===== config.mk =====
export PLATFORM = sky130hd
export DESIGN_NAME = sqd_pattern_tx
export DESIGN_NICKNAME = d
export VERILOG_FILES = /design/src/rtl/sqd_pattern_tx.sv
export SDC_FILE = /design/constraint.sdc
export NUM_CORES = 1
export LEC_CHECK = 0
export ABC_AREA = 1
export ABC_CLOCK_PERIOD_IN_PS = 2800
export CAP_MARGIN = 20
export CORE_MARGIN = 1.5
export CORE_UTILIZATION = 25
export CTS_BUF_LIST = sky130_fd_sc_hd__clkbuf_4 sky130_fd_sc_hd__clkbuf_8
export DETAILED_ROUTE_END_ITERATION = 10
export GPL_TIMING_DRIVEN = 1
export PLACE_DENSITY_LB_ADDON = 0.05
export SETUP_SLACK_MARGIN = 0.02
export SLEW_MARGIN = 25
export SYNTH_ARGS = -nofsm -noshare
export SYNTH_HDL_FRONTEND = slang
export SYNTH_SLANG_ARGS = --single-unit

===== constraint.sdc =====
create_clock -name CLK -period 2.8 [get_ports CLK]
set_clock_uncertainty 0.1 [all_clocks]
set_input_delay 0.56 -clock CLK [delete_from_list [all_inputs] [get_ports CLK]]
set_output_delay 0.56 -clock CLK [all_outputs]
set_load 0.02 [all_outputs]

===== src/rtl/sqd_pattern_tx.sv =====
// Serial pattern transmitter: shifts a captured PAT_W-bit pattern out MSB-first,
// repeating it REPEAT times with an optional idle gap between repetitions.
module sqd_pattern_tx #(
  parameter int   PAT_W      = 4,
  parameter int   CNT_W      = 4,
  parameter int   GAP_CYCLES = 0,
  parameter logic IDLE_BIT   = 1'b0
) (
  input  logic             CLK,
  input  logic             RESET,
  input  logic             LOAD,
  input  logic [PAT_W-1:0] PATTERN,
  input  logic [CNT_W-1:0] REPEAT,
  input  logic             ABORT,
  output logic             X_OUT,
  output logic             BIT_VALID,
  output logic             FRAME_END,
  output logic             BUSY,
  output logic             DONE
);

  localparam int IW = $clog2(PAT_W);
  localparam int GW = (GAP_CYCLES > 1) ? $clog2(GAP_CYCLES) : 1;
  localparam logic [IW-1:0] LAST_IDX = IW'(PAT_W - 1);
  localparam logic [IW-1:0] PEN_IDX  = IW'(PAT_W - 2);
  localparam logic [GW-1:0] GAP_LAST = GW'(GAP_CYCLES - 1);

  typedef enum logic [1:0] {S_IDLE, S_SEND, S_GAP} state_t;

  state_t             state_q, state_d;
  logic [PAT_W-1:0]   pat_q, pat_d;
  logic [PAT_W-1:0]   shreg_q, shreg_d;
  logic [CNT_W-1:0]   rep_q, rep_d;
  logic [IW-1:0]      idx_q, idx_d;
  logic [GW-1:0]      gap_q, gap_d;
  logic               x_d, bv_d, fe_d, busy_d, done_d;

  always_comb begin
    // NOTE: every signal gets a default before the case so no path leaves one unassigned (no latches).
    state_d = state_q;
    pat_d   = pat_q;
    shreg_d = shreg_q;
    rep_d   = rep_q;
    idx_d   = idx_q;
    gap_d   = gap_q;
    x_d     = IDLE_BIT;
    bv_d    = 1'b0;
    fe_d    = 1'b0;
    busy_d  = 1'b0;
    done_d  = 1'b0;

    case (state_q)
      S_IDLE: begin
        if (LOAD && (REPEAT != '0)) begin
          state_d = S_SEND;
          pat_d   = PATTERN;
          shreg_d = PATTERN;
          rep_d   = REPEAT;
          idx_d   = '0;
          x_d     = PATTERN[PAT_W-1];
          bv_d    = 1'b1;
          busy_d  = 1'b1;
        end
      end

      S_SEND: begin
        if (ABORT) begin
          state_d = S_IDLE;
          rep_d   = '0;
          idx_d   = '0;
          gap_d   = '0;
        end else if (idx_q == LAST_IDX) begin
          if (rep_q > CNT_W'(1)) begin
            rep_d  = rep_q - CNT_W'(1);
            busy_d = 1'b1;
            if (GAP_CYCLES > 0) begin
              state_d = S_GAP;
              gap_d   = '0;
            end else begin
              // Back-to-back: the next frame's MSB follows the previous LSB directly.
              shreg_d = pat_q;
              idx_d   = '0;
              x_d     = pat_q[PAT_W-1];
              bv_d    = 1'b1;
            end
          end else begin
            state_d = S_IDLE;
            rep_d   = '0;
            idx_d   = '0;
            done_d  = 1'b1;
          end
        end else begin
          shreg_d = shreg_q << 1;
          idx_d   = idx_q + IW'(1);
          x_d     = shreg_q[PAT_W-2];
          bv_d    = 1'b1;
          fe_d    = (idx_q == PEN_IDX);
          busy_d  = 1'b1;
        end
      end

      S_GAP: begin
        if (ABORT) begin
          state_d = S_IDLE;
          rep_d   = '0;
          idx_d   = '0;
          gap_d   = '0;
        end else if (gap_q == GAP_LAST) begin
          state_d = S_SEND;
          gap_d   = '0;
          shreg_d = pat_q;
          idx_d   = '0;
          x_d     = pat_q[PAT_W-1];
          bv_d    = 1'b1;
          busy_d  = 1'b1;
        end else begin
          gap_d  = gap_q + GW'(1);
          busy_d = 1'b1;
        end
      end

      default: state_d = S_IDLE;
    endcase
  end

  // NOTE: sequential state uses non-blocking assignments so all registers update together at the edge.
  always_ff @(posedge CLK) begin
    if (RESET) begin
      state_q   <= S_IDLE;
      pat_q     <= '0;
      shreg_q   <= '0;
      rep_q     <= '0;
      idx_q     <= '0;
      gap_q     <= '0;
      X_OUT     <= IDLE_BIT;
      BIT_VALID <= 1'b0;
      FRAME_END <= 1'b0;
      BUSY      <= 1'b0;
      DONE      <= 1'b0;
    end else begin
      state_q   <= state_d;
      pat_q     <= pat_d;
      shreg_q   <= shreg_d;
      rep_q     <= rep_d;
      idx_q     <= idx_d;
      gap_q     <= gap_d;
      X_OUT     <= x_d;
      BIT_VALID <= bv_d;
      FRAME_END <= fe_d;
      BUSY      <= busy_d;
      DONE      <= done_d;
    end
  end

endmodule

==> metrics.csv <==
metric;value;unit
grt_pass1_wl;3.82;mm
yosysTopAreaCellShare;37.0;%
worstReg2RegStart;idx_q[0];
postCtsSetupBuffers;0;
core;3690;um2
nFillCells;418;
seq_area_frac_synth;37.0;%
cts.clk_slew.worst_paths;70;ps
drtIter0Drc;43;
fmax;0.538;GHz
grt_usage;11.9;%
final.setup.tns;0;ps
numPortBuffers;16;
hpwlAfterDp;1.74;mm
cts_root_buf;clkbuf_8;
cp_num_cells;1;
worst_pin_slew;465;ps
syn_area_per_cell;7.32;um2
path_max_fanout;2;
hold_viol_final;0;
synth.area.top_cells;dfxtp_1 (37%), nand2_1 (13%), nor2_1 (7.3%), ha_1 (5.1%), inv_1 (4.6%);
gp_congestion;0.790;
grt_max_degree;16;
gr-total-overflow;0;
status;finished, final reports clean;
rsz0062_at_grt;false;
slowest_delay;600;ps
cts_num_sinks;18;
relSlewSlack;69.0;%
die_x;65.4;um
async_flop_share;0;%
antenna_cells;0;
firstDrtPassIters;4;
syn_nets;149;
syn_area;973;um2
yosysMostFrequentCell;nand2_1;
vdd_drop_max;0.250;mV
detail-route-antenna-nets;0;
synthCells;133;
hp-class;flip-flop to flip-flop;
cellLeakagePower;0.000541;uW
crit_end;BUSY;
critPathRequiredTime;2140;ps
cp_slowest_cell;clkdlybuf4s50_1;
ys_top_cells_by_count;nand2_1 (35), nor2_1 (19), dfxtp_1 (18);
r2r_end;rep_q[3];
io_pins;17;
synth_edf_count;0;
yosysWarnings;0;
cts_tree;done;
pre_cts_ws;824;ps
start_util;26.4;%
wl;2.32;mm
cp-start-kind;flip-flop;
clkLatencyLatePin;260;ps
critPathLaunch;BIT_VALID;
fin_nets;167;
grt_pass1_vias;832;
areaGrowthSynthToFinish;25.8;%
whs;349;ps
cts-resized-gates;0;
cap_viol_max_count;0;
crit_path_end_kind;primary output;
final_layout_size_suffix_gt1_share;11.3;%
drc;0;
pwr_density_cell;528;nW/um2
drt-wirelength-per-cell;11.7;um
min_period_over_period;66.3;%
critPathKind;flip-flop to primary output;
ctsHtreeMaxLevel;1;
synthFlopType;dfxtp_1;
maxSlewViolCount;0;
ctsHoldBuffers;0;
synth_seq_cells;18;
via_count;878;
total_power;647;uW
grt_antenna_before_repair;0;
ys_types;27;
reg2reg_depth;6;
rrSetupSlack;1280;ps
cp_top_family;buffers and inverters;
setup_slack;942;ps
viasPerCell;4.43;
crit_chain;clkdlybuf4s50_1;
cp.arrival;1200;ps
setup_violations;0;
cp_num_buf_inv;1;
cts_inserted_buffers;3;
die_y;65.4;um
period_needed;1860;ps
num_rows;22;
cts_buffer_depth;2;
dieArea;4280;um2
yosysTopAreaCell;dfxtp_1;
-- cells by family after synthesis --
logic type	count (synthesis)	synth area share (%)
AND/OR/NAND/NOR	76	38.3
flip-flops	18	37.0
buffers and inverters	17	8.10
AO/OA/AOI/OAI	15	8.48
adder cells (fa/ha/maj)	4	5.14
multiplexers	2	2.06
XOR/XNOR	1	0.900
-- placed cells by master (no fill, tap or decap), types with 3 or more instances in the layout --
cell type        instances
nand2_4                  3
inv_1                   12
clkbuf_8                 4
nor2_2                   3
dfxtp_1                 18
nor2_1                  19
nand3_1                  8
ha_1                     4
o21ai_0                  5
clkdlybuf4s50_1         16
nand2_1                 35
a21oi_1                  5
-- per-stage QoR --
step           cells  cell area [um2]  utilization, %
3_5_place_dp     194             1170            31.7
2_1_floorplan    133              973               -
3_3_place_gp     194             1170            31.7
4_1_cts          198             1220            33.2
5_1_grt          198             1220            33.2
6_report         198             1220            33.2
-- cell type report --
cell class                 instances  area [um2]  share of cell area (%)
clock buffer                       4        55.1                    4.49
inverter                          14        55.1                    4.49
multi-input combinational         98         534                    43.6
sequential                        18         360                    29.4
tap                               48        60.1                    4.90
timing repair buffer              16         160                    13.1
-- metal layers --
layer / GRT usage (%) / vias up / share of wire, %
li1: - / 456 / -
met1: 14.4 / 402 / 46
met2: 19.8 / 16 / 46
met3: 3.77 / 4 / 5.2
met4: 4.43 / 0 / 2.2
met5: 0 / - / 0
-- worst min-delay path by stage --
stage,from,end,slack [ps],cells past startpoint
floorplan,pat_q[1],pat_q[1],320,2
global placement,pat_q[2],pat_q[2],330,2
detailed placement,pat_q[1],pat_q[1],340,2
CTS,pat_q[1],pat_q[1],350,2
global route,pat_q[2],pat_q[2],360,2
finish,pat_q[2],pat_q[2],350,2
-- sequential cells by signal, summed over array words and instances (netlist names), 2 cells and up --
signal and count:
rep_q 4, pat_q 4, idx_q 2, shreg_q 3
-- where the power goes --
part           switching (uW)  total (uW)  leakage (uW)  internal [uW]
combinational            80.0         138      0.000364           58.2
sequential               12.2         287      0.000148            275
clock                    96.8         222     0.0000288            125
total                     189         647      0.000541            458
Note: power is estimated with default switching activity, not from simulation.
